--- config.mk ---
export PLATFORM = sky130hd
export DESIGN_NAME = rom_arbiter_flat
export DESIGN_NICKNAME = d
export VERILOG_FILES = /design/src/rtl/rom_arbiter_if.sv /design/src/rtl/rom_arbiter.sv /design/src/flat_wrapper.sv
export SDC_FILE = /design/constraint.sdc
export NUM_CORES = 1
export LEC_CHECK = 0
export CORE_UTILIZATION = 36
export CTS_CLUSTER_SIZE = 16
export DETAILED_ROUTE_END_ITERATION = 12
export GPL_ROUTABILITY_DRIVEN = 0
export PLACE_DENSITY = 0.81
export SYNTH_ARGS = -nofsm -noshare
export SYNTH_HDL_FRONTEND = slang
export SYNTH_SLANG_ARGS = --single-unit
--- constraint.sdc ---
create_clock -name clk -period 1 [get_ports clk]
set_input_delay 0.1 -clock clk [delete_from_list [all_inputs] [get_ports clk]]
set_output_delay 0.1 -clock clk [all_outputs]
set_load 0.02 [all_outputs]
--- src/rtl/rom_arbiter_if.sv ---
// rtl/rom_arbiter_if.sv - fetch, debug and ROM-side signal bundle for rom_arbiter
// slave modport is the arbiter's view; master is the view of whatever drives the requests and models the ROM.
interface rom_arbiter_if #(
  parameter int unsigned ADDR_W = 32,
  parameter int unsigned DATA_W = 32
);
  logic              if_req_i;
  logic [ADDR_W-1:0] if_addr_i;
  logic              if_gnt_o;
  logic              if_stall_o;
  logic              if_rvalid_o;
  logic [DATA_W-1:0] if_rdata_o;

  logic              dbg_req_i;
  logic [ADDR_W-1:0] dbg_addr_i;
  logic              dbg_gnt_o;
  logic              dbg_rvalid_o;
  logic [DATA_W-1:0] dbg_rdata_o;

  logic              rom_ce_o;
  logic [ADDR_W-1:0] rom_addr_o;
  logic [DATA_W-1:0] rom_data_i;

  modport slave (
    input  if_req_i, if_addr_i, dbg_req_i, dbg_addr_i, rom_data_i,
    output if_gnt_o, if_stall_o, if_rvalid_o, if_rdata_o,
    output dbg_gnt_o, dbg_rvalid_o, dbg_rdata_o, rom_ce_o, rom_addr_o
  );

  modport master (
    output if_req_i, if_addr_i, dbg_req_i, dbg_addr_i, rom_data_i,
    input  if_gnt_o, if_stall_o, if_rvalid_o, if_rdata_o,
    input  dbg_gnt_o, dbg_rvalid_o, dbg_rdata_o, rom_ce_o, rom_addr_o
  );
endinterface

--- src/rtl/rom_arbiter.sv ---
// rtl/rom_arbiter.sv - two-port (fetch/debug) arbiter in front of a combinational ROM, read latency 1
// Fetch has fixed priority; define ROM_ARB_STARVE_GUARD_EN to force a debug win after STARVE_LIMIT refused cycles.
module rom_arbiter #(
  parameter int unsigned ADDR_W       = 32,
  parameter int unsigned DATA_W       = 32,
  parameter int unsigned STARVE_LIMIT = 8
) (
  input  logic              clk,
  input  logic              rst,
  rom_arbiter_if.slave      bus,
  output logic              busy_o
);

  typedef enum logic [1:0] {
    OWN_NONE = 2'd0,
    OWN_IF   = 2'd1,
    OWN_DBG  = 2'd2
  } owner_e;

  owner_e            resp_owner_q, resp_owner_d;
  logic [DATA_W-1:0] if_rdata_q, if_rdata_d;
  logic [DATA_W-1:0] dbg_rdata_q, dbg_rdata_d;
  logic              if_gnt, dbg_gnt, force_dbg;

`ifdef ROM_ARB_STARVE_GUARD_EN
  localparam int unsigned CNT_W = $clog2(STARVE_LIMIT + 1);

  logic [CNT_W-1:0] starve_q, starve_d;

  assign force_dbg = (starve_q == CNT_W'(STARVE_LIMIT));

  always_comb begin
    starve_d = starve_q;
    if (!bus.dbg_req_i || dbg_gnt) begin
      starve_d = '0;
    end else if (!force_dbg) begin
      starve_d = starve_q + CNT_W'(1);
    end
  end

  always_ff @(posedge clk or negedge rst) begin
    if (!rst) begin
      starve_q <= '0;
    end else begin
      starve_q <= starve_d;
    end
  end
`else
  // The limit only matters to the guarded build; without it debug may starve.
  localparam int unsigned unused_starve_limit = STARVE_LIMIT;

  assign force_dbg = 1'b0;
`endif

  always_comb begin
    dbg_gnt = bus.dbg_req_i & (~bus.if_req_i | force_dbg);
    if_gnt  = bus.if_req_i & ~dbg_gnt;
  end

  always_comb begin
    resp_owner_d = OWN_NONE;
    if_rdata_d   = if_rdata_q;
    dbg_rdata_d  = dbg_rdata_q;
    if (if_gnt) begin
      resp_owner_d = OWN_IF;
      if_rdata_d   = bus.rom_data_i;
    end else if (dbg_gnt) begin
      resp_owner_d = OWN_DBG;
      dbg_rdata_d  = bus.rom_data_i;
    end
  end

  // Clearing the owner on reset discards any in-flight response.
  always_ff @(posedge clk or negedge rst) begin
    if (!rst) begin
      resp_owner_q <= OWN_NONE;
      if_rdata_q   <= '0;
      dbg_rdata_q  <= '0;
    end else begin
      resp_owner_q <= resp_owner_d;
      if_rdata_q   <= if_rdata_d;
      dbg_rdata_q  <= dbg_rdata_d;
    end
  end

  assign bus.if_gnt_o     = if_gnt;
  assign bus.dbg_gnt_o    = dbg_gnt;
  assign bus.if_stall_o   = bus.if_req_i & ~if_gnt;
  assign bus.rom_ce_o     = if_gnt | dbg_gnt;
  assign bus.rom_addr_o   = if_gnt  ? bus.if_addr_i  :
                            dbg_gnt ? bus.dbg_addr_i : '0;
  assign bus.if_rvalid_o  = (resp_owner_q == OWN_IF);
  assign bus.dbg_rvalid_o = (resp_owner_q == OWN_DBG);
  assign bus.if_rdata_o   = if_rdata_q;
  assign bus.dbg_rdata_o  = dbg_rdata_q;
  assign busy_o           = (resp_owner_q != OWN_NONE);

endmodule

--- src/flat_wrapper.sv ---
// flat-port wrapper written by rule: the top's interface ports become plain ports
module rom_arbiter_flat 
#(
  parameter int unsigned ADDR_W       = 32,
  parameter int unsigned DATA_W       = 32,
  parameter int unsigned STARVE_LIMIT = 8
)
  (clk, rst, busy_o, bus_if_req_i, bus_if_addr_i, bus_dbg_req_i, bus_dbg_addr_i, bus_rom_data_i, bus_if_gnt_o, bus_if_stall_o, bus_if_rvalid_o, bus_if_rdata_o, bus_dbg_gnt_o, bus_dbg_rvalid_o, bus_dbg_rdata_o, bus_rom_ce_o, bus_rom_addr_o);
  rom_arbiter_if #(.ADDR_W(ADDR_W), .DATA_W(DATA_W)) bus_i ();
  input  logic clk;
  input  logic rst;
  output logic busy_o;
  input wire logic [$bits(bus_i.if_req_i)-1:0] bus_if_req_i;
  input wire logic [$bits(bus_i.if_addr_i)-1:0] bus_if_addr_i;
  input wire logic [$bits(bus_i.dbg_req_i)-1:0] bus_dbg_req_i;
  input wire logic [$bits(bus_i.dbg_addr_i)-1:0] bus_dbg_addr_i;
  input wire logic [$bits(bus_i.rom_data_i)-1:0] bus_rom_data_i;
  output wire logic [$bits(bus_i.if_gnt_o)-1:0] bus_if_gnt_o;
  output wire logic [$bits(bus_i.if_stall_o)-1:0] bus_if_stall_o;
  output wire logic [$bits(bus_i.if_rvalid_o)-1:0] bus_if_rvalid_o;
  output wire logic [$bits(bus_i.if_rdata_o)-1:0] bus_if_rdata_o;
  output wire logic [$bits(bus_i.dbg_gnt_o)-1:0] bus_dbg_gnt_o;
  output wire logic [$bits(bus_i.dbg_rvalid_o)-1:0] bus_dbg_rvalid_o;
  output wire logic [$bits(bus_i.dbg_rdata_o)-1:0] bus_dbg_rdata_o;
  output wire logic [$bits(bus_i.rom_ce_o)-1:0] bus_rom_ce_o;
  output wire logic [$bits(bus_i.rom_addr_o)-1:0] bus_rom_addr_o;
  assign bus_i.if_req_i = bus_if_req_i;
  assign bus_i.if_addr_i = bus_if_addr_i;
  assign bus_i.dbg_req_i = bus_dbg_req_i;
  assign bus_i.dbg_addr_i = bus_dbg_addr_i;
  assign bus_i.rom_data_i = bus_rom_data_i;
  assign bus_if_gnt_o = bus_i.if_gnt_o;
  assign bus_if_stall_o = bus_i.if_stall_o;
  assign bus_if_rvalid_o = bus_i.if_rvalid_o;
  assign bus_if_rdata_o = bus_i.if_rdata_o;
  assign bus_dbg_gnt_o = bus_i.dbg_gnt_o;
  assign bus_dbg_rvalid_o = bus_i.dbg_rvalid_o;
  assign bus_dbg_rdata_o = bus_i.dbg_rdata_o;
  assign bus_rom_ce_o = bus_i.rom_ce_o;
  assign bus_rom_addr_o = bus_i.rom_addr_o;
  rom_arbiter #(.ADDR_W(ADDR_W), .DATA_W(DATA_W), .STARVE_LIMIT(STARVE_LIMIT)) u_core (.clk(clk), .rst(rst), .bus(bus_i), .busy_o(busy_o));
endmodule
==> summary.md, run 1 <==
| Metric | Value |
|---|---|
| Status | complete, but fails checks |
| Failing checks | setup timing |
| Cell taking the most area after synthesis | dfrtp_1 |
| Mean Syn Cell Area | 12.3 µm² |
| Crit Path Class | flop to primary output |
| Post-synthesis sequential area ratio | 0.541 |
| Via density per instance | about 4.6 |
| Proportion of layout cells with a drive suffix above 1 | 0.404 |
| # DRC | 0 |
| Post-synth EDFFs | 0 |
| Share of the synthesized area in the top cell type | 0.541 |
| Largest family of logic cells by synthesized area | multiplexers |
| Max Clk Rate | 0.822 GHz |
| CP cell instances | or2_1 > buf_6 |
| Met3 wire len | approximately 850 µm |
| CORE AREA | 0.00822 mm² |
| Fraction of synthesized area in multiplexers | 0.269 |
| Hold WS | roughly 0.14 ns |
| Final Skew | 0 ns |
| Vias in the first global route | around 2.8k |
| # diodes | 0 |
| Pre-antenna DRT Iters | 4 |
| Antenna viol nets, final | 0 |
| Number of CTS-inserted buffers | 9 |
| Post-layout min period | approximately 1.2 ns |
| Leakage | about 2.8 nW |
| Uppermost layer routed | met4 |
| Most common cell in the netlist | dfrtp_1 |
| Arrival time worst endpoint | between 1 and 1.5 ns |
| Syn Nets | 348 |
| Crit. End Element | primary output |
| H-tree lvl count | 3 |
| #FFs+latches synth | 66 |
| Startpoint types | flop |
| Worst hold path type | input pin to flop |
| Pwr/cell area | ~1500 mW/mm² |
| Starting Density | 0.371 |
| Post-layout nets | between 500 and 600 |
| CP max stage delay | approximately 0.38 ns |
| VDD IR-drop max | around 1100 µV |
| Non-Filler Instances | 590 |
| Fin. Hold Viols | 0 |
| Ys async rst share | 1.00 |
| Metal2 WL | between 4000 and 5000 µm |
| Initial antenna violation count | 0 |
| FP Rows | 33 |
| XOR/XNOR share of the synthesized area | 0 |
| Worst-path clk slew | about 0.070 ns |
| Placed Cells | around 560 |
| Via count | 2,743 |
| Post-synth cell types | 15 |
| Fin worst setup slack | -0.216 ns |
| Hpwl dp | between 6000 and 7000 µm |
| Synth Area in Simple Gates | 0.0849 |
| Clock sink count | 66 |
| Die width | around 94 µm |
| CP Buf/Inv Count | 1 |
| Synth Cell Area | 0.00305 mm² |
| Yosys warnings | 0 |
| First-pass GRT wire length | roughly 14,000 µm |
| Post-Synth Adder-Cell Area | 0 |
| Total Routing Usage GR | 0.209 |
| I/O pin count | around 200 |
| WL/cell | ~16 µm |
| Area contributors post-synth | dfrtp_1 (54%), mux2_1 (14%), mux2_4 (13%) |
| Root Buffer | clkbuf_8 |
| Ys flop type | dfrtp_1 |
| Worst path slowest cell | dfrtp_1 |
| Worst skew pair latency | ~0.33 ns |
| Max-cap violations | 0 |
| Drt total wl | 9450 µm |
| Largest net degree at the start of global routing | 67 |
| Chip Height | around 94 µm |
| Area Overhead vs Synth | 86.9% |
| Complex-gate fraction of the synthesized area | 0.0549 |
| Delay-heaviest family, CP | flip-flops |
| Post-synth top cells | dfrtp_1 (66), nand2_1 (60), mux2_1 (37) |
| Tcrit/Tclk final | 1.22 |
| Initial drt markers | a little over 80 |
| M1 WL | around 3600 µm |
| Die area | 0.00885 mm² |
| Unrepaired setup endpoints after global routing | true |
| Mapped Cells | 248 |
| Setup violations, final | 3 |
| Crit path required time | 0.90 ns |
| Worst Path Max Fanout | 3 |
| GR Overflow Total | 0 |
| Clock Tree Buf Depth | 2 |
| I/O Buffers | 201 |
| CTS tree | yes |
| Slew Limit Fails | 0 |
[cell families after synthesis]
group,count (synthesis)
flops,66
compound gates,32
other cells,1
buf+inv,20
mux,64
simple gates,65
[worst register-to-register path, stage by stage (launching register included)]
cell and delay, ns:
dfrtp_1 0.40, buf_4 0.14, mux2_1 0.28
[layout by cell type (no fill, tap or decap), types with 2 or more instances in the layout]
master / instances
clkbuf_8: 10
buf_2: 8
buf_6: 75
nand2_1: 60
dlymetal6s2s_1: 21
or2_1: 2
a22o_1: 2
o21ai_2: 9
clkdlybuf4s50_1: 68
dfrtp_1: 66
buf_4: 55
mux2_1: 37
dlygate4sd2_1: 8
buf_12: 4
clkinv_2: 2
mux2_4: 27
nor2b_1: 2
o21ai_1: 21
[timing repair]
item,4_1_cts,5_1_grt
gates resized for setup,527,90
pin swaps,7,32
endpoints found under the setup margin,134,100
hold buffers,1,0
buffers inserted,12,2
hold endpoints to repair,66,0
cloned,0,1
[final cells by class]
class,count,area (µm²)
fill,602,2510
timing repair buffer,241,2430
sequential,66,1650
multi-input combinational,162,1290
clock buffer,10,138
tap,105,131
clock inverter,6,65.1
[power breakdown]
part	internal [mW]	switching, mW
combinational	1.65	1.22
clock	1.22	1.06
sequential	3.00	0.239
total	5.87	2.52
[sequential cells by signal, indices dropped and copies added (netlist names)]
register,count
u_core.bus.if_rdata_o,32
u_core.bus.dbg_rdata_o,32
u_core.resp_owner_q,2
[metrics by stage]
| step | setup TNS (ns) | setup slack, ns | total power, mW | util | area, µm² |
|---|---|---|---|---|---|
| finish | -0.421 | -0.216 | 8.39 | 0.694 | 5700 |
| global route | -1.57 | -0.288 | 8.77 | 0.694 | 5700 |
| CTS | -0.662 | -0.249 | 8.30 | 0.658 | 5400 |
| detailed placement | -57.04 | -0.891 | 5.96 | 0.642 | 5280 |
| global placement | -56.31 | -0.928 | 5.91 | 0.642 | 5280 |
| floorplan | -0.477 | -0.0192 | 4.38 | - | 3070 |
[path summary, 6_finish.rpt]
path	from	to	slack (ns)	cells after the start
worst max-delay path	u_core.resp_owner_q[0]	busy_o	-0.22	2
worst max register to register	u_core.bus.if_rdata_o[7]	u_core.bus.if_rdata_o[7]	0.07	2
min in group asynchronous	rst	u_core.bus.dbg_rdata_o[19]	0.34	3
worst min-delay path	bus_if_req_i	u_core.resp_owner_q[0]	0.14	2
worst min register to register	u_core.bus.if_rdata_o[11]	u_core.bus.if_rdata_o[11]	0.48	1
max in group asynchronous	rst	u_core.bus.dbg_rdata_o[1]	0.38	3
[layer usage]
metal	vias up	GRT usage
met5	-	0
met4	0	0.0577
met3	10	0.0785
met2	119	0.368
met1	1310	0.234
li1	1304	-
No activity file was read; power rests on OpenSTA's default activity.
==> inputs of run 2 (changes only) <==
--- a/config.mk
+++ b/config.mk
@@ -6,7 +6,7 @@
 export NUM_CORES = 1
 export LEC_CHECK = 0
 export CORE_UTILIZATION = 36
-export CTS_CLUSTER_SIZE = 16
+export CTS_CLUSTER_SIZE = 12
 export DETAILED_ROUTE_END_ITERATION = 12
 export GPL_ROUTABILITY_DRIVEN = 0
 export PLACE_DENSITY = 0.81
==> results of run 2 <==
Same layout as run 1: the final DEF is identical, and so are final timing and power.
==> inputs of run 3 (changes only) <==
--- a/config.mk
+++ b/config.mk
@@ -6,6 +6,7 @@
 export NUM_CORES = 1
 export LEC_CHECK = 0
 export CORE_UTILIZATION = 36
+export CTS_CLUSTER_DIAMETER = 150
 export CTS_CLUSTER_SIZE = 12
 export DETAILED_ROUTE_END_ITERATION = 12
 export GPL_ROUTABILITY_DRIVEN = 0
==> constraint.sdc (replaced) <==
create_clock -name clk -period 1 [get_ports clk]
set_input_delay 0.1 -clock clk [delete_from_list [all_inputs] [get_ports clk]]
set_output_delay 0.1 -clock clk [all_outputs]
set_load 0.05 [all_outputs]
==> run 3 against run 2 <==
  * The flow still finishes with violations (setup timing)
  * Die area is the same
  * Clock power shrank 15%
  * Power grew 25%
  * Sequential cell count is the same
  * Utilization grew 19 points
  * Routed wire length grew 35%
  * First-iteration DRC count shrank 22%
  * Clock-buffer cell count grew 1
  * Design area grew 28%
  * Maximum frequency shrank 3.7%
  * Combinational power grew 80%
  * Via count grew 7.5%
==> summary.md, run 3 (same netlist as run 1, synthesis figures left out) <==
| Metric | Value |
|---|---|
| Antenna viol nets, final | 0 (unchanged) |
| First-pass GRT wire length | 17,000 µm (was 13,900 µm) |
| Post-layout min period | 1.26 ns (was 1.22 ns) |
| Proportion of layout cells with a drive suffix above 1 | 0.640 (was 0.404) |
| WL/cell | 21.5 µm (was 16.0 µm) |
| Via count | 2,950 (was 2,743) |
| # diodes | 0 (unchanged) |
| Total Routing Usage GR | 0.263 (was 0.209) |
| Hpwl dp | 7840 µm (was 6790 µm) |
| Post-layout nets | 584 (was 580) |
| I/O pin count | 203 (unchanged) |
| Crit. End Element | primary output (unchanged) |
| Area Overhead vs Synth | 139% (was 86.9%) |
| Fillers | 327 (was 602) |
| Max Clk Rate | 0.792 GHz (was 0.822 GHz) |
| Worst path slowest cell | dfrtp_1 (unchanged) |
| Unrepaired setup endpoints after global routing | true (unchanged) |
| Largest net degree at the start of global routing | 67 (unchanged) |
| Vias in the first global route | 3,172 (was 2,807) |
| # DRC | 0 (unchanged) |
| CP max stage delay | 0.41 ns (was 0.38 ns) |
| Initial antenna violation count | 0 (unchanged) |
| Placed Area | 0.00664 mm² (was 0.00528 mm²) |
| Delay-heaviest family, CP | flip-flops (unchanged) |
| Max-cap violations | 0 (unchanged) |
| Starting Density | 0.371 (unchanged) |
| GR Overflow Total | 0 (unchanged) |
| Worst hold path type | input pin to flop (unchanged) |
| FP Rows | 33 (unchanged) |
| Drt total wl | 12,800 µm (was 9450 µm) |
| Commonest non-fill, non-tap cells in the layout | buf_12 (110), nand2_2 (52), clkdlybuf4s50_1 (52) (was buf_6 (75), clkdlybuf4s50_1 (68), dfrtp_1 (66)) |
| Number of CTS-inserted buffers | 9 (unchanged) |
| Clock sink count | 66 (unchanged) |
| Status | complete, but fails checks (unchanged) |
| Chip Height | 94.1 µm (unchanged) |
| VDD IR-drop max | 1400 µV (was 1140 µV) |
| Hold WS | 0.0626 ns (was 0.136 ns) |
| Pwr/cell area | 1440 mW/mm² (was 1470 mW/mm²) |
| CP Buf/Inv Count | 1 (unchanged) |
| Slew Limit Fails | 0 (unchanged) |
| Crit Path Class | flop to primary output (unchanged) |
| Final Cell Area | 0.00730 mm² (was 0.00570 mm²) |
| Tcrit/Tclk final | 1.26 (was 1.22) |
| Fin. Hold Viols | 0 (unchanged) |
| CTS tree | yes (unchanged) |
| Pre-antenna DRT Iters | 4 (unchanged) |
| Via density per instance | 4.97 (was 4.65) |
| Worst Path Max Fanout | 3 (unchanged) |
| Commonest non-fill, non-tap cell in the layout | buf_12 (was buf_6) |
| Die width | 94.1 µm (unchanged) |
| Final Skew | 0 ns (unchanged) |
| H-tree lvl count | 3 (unchanged) |
| CP cell instances | or2_1 > buf_6 (unchanged) |
| Worst-path clk slew | 0.07 ns (about the same) |
| Startpoint types | flop (unchanged) |
| Root Buffer | clkbuf_8 (unchanged) |
| Non-Filler Instances | 594 (was 590) |
| Arrival time worst endpoint | 1.16 ns (was 1.12 ns) |
| I/O Buffers | 201 (unchanged) |
| Die area | 0.00885 mm² (unchanged) |
| CORE AREA | 0.00822 mm² (unchanged) |
| Leakage | 3.25 nW (was 2.84 nW) |
| Crit path required time | 0.90 ns (about the same) |
| Worst skew pair latency | 0.35 ns (was 0.33 ns) |
| Setup violations, final | 74 (was 3) |
| Initial drt markers | 63 (was 81) |
| Failing checks | setup timing (unchanged) |
| Placed Cells | 549 (was 558) |
| Clock Tree Buf Depth | 2 (unchanged) |
| Fin worst setup slack | -0.263 ns (was -0.216 ns) |
run 3: cell count changes in the layout (fill, tap and decap cells not counted), sizes merged:
cell,change
dlymetal6s2s,-9
bufinv,-1
clkdlybuf4s50,-16
clkinv,+1
buf,+6
dlygate4sd2,+24
inv,-1
run 3: area by class of cell:
class / count / area, µm² / share of cell area
tap: 105 / 131 / 0.0180
clock inverter: 5 / 31.3 / 0.00429
clock buffer: 11 / 131 / 0.0180
timing repair buffer: 245 / 3560 / 0.489
multi-input combinational: 162 / 1740 / 0.239
sequential: 66 / 1700 / 0.233
run 3: routing by layer:
layer  part of all wire  track usage  wire (µm)
met1               0.34        0.257       4340
met2               0.54        0.495       6940
met3              0.078       0.0850        995
met4              0.037        0.121        478
met5                  0            0          0
run 3: power by group:
part	switching [mW]	internal (mW)
clock network	1.04	0.892
registers	0.381	3.03
logic	2.53	2.66
run 3: repair_timing:
item / in CTS / in global routing
pin swaps: 49 / 8
endpoints found under the setup margin: 133 / 92
setup buffers: 13 / 11
resized for setup: 86 / 34
hold buffers: 1 / 0
endpoints found under the hold margin: 66 / 0
gates cloned: 4 / 0
run 3: final timing paths:
| path | start | to | slack, ns | cells after the start |
|---|---|---|---|---|
| min | bus_if_req_i | u_core.resp_owner_q[0] | 0.06 | 2 |
| min in group asynchronous | rst | u_core.bus.if_rdata_o[5] | 0.32 | 3 |
| max reg2reg | u_core.bus.if_rdata_o[15] | u_core.bus.if_rdata_o[15] | 0.01 | 2 |
| max | u_core.resp_owner_q[0] | busy_o | -0.26 | 2 |
| max in group asynchronous | rst | u_core.bus.dbg_rdata_o[18] | 0.38 | 3 |
| min reg2reg | u_core.bus.if_rdata_o[8] | u_core.bus.if_rdata_o[8] | 0.54 | 1 |
run 3: stage by stage:
| step | utilization | power, mW | TNS (ns) | worst slack, ns |
|---|---|---|---|---|
| finish | 0.888 | 10.5 | -2.32 | -0.263 |
| global route | 0.888 | 10.9 | -4.59 | -0.306 |
| CTS | 0.866 | 10.4 | -3.04 | -0.235 |
| detailed placement | 0.808 | 8.31 | -39.06 | -0.654 |
| global placement | 0.808 | 8.21 | -37.70 | -0.623 |
| floorplan | - | 5.60 | -1.12 | -0.161 |
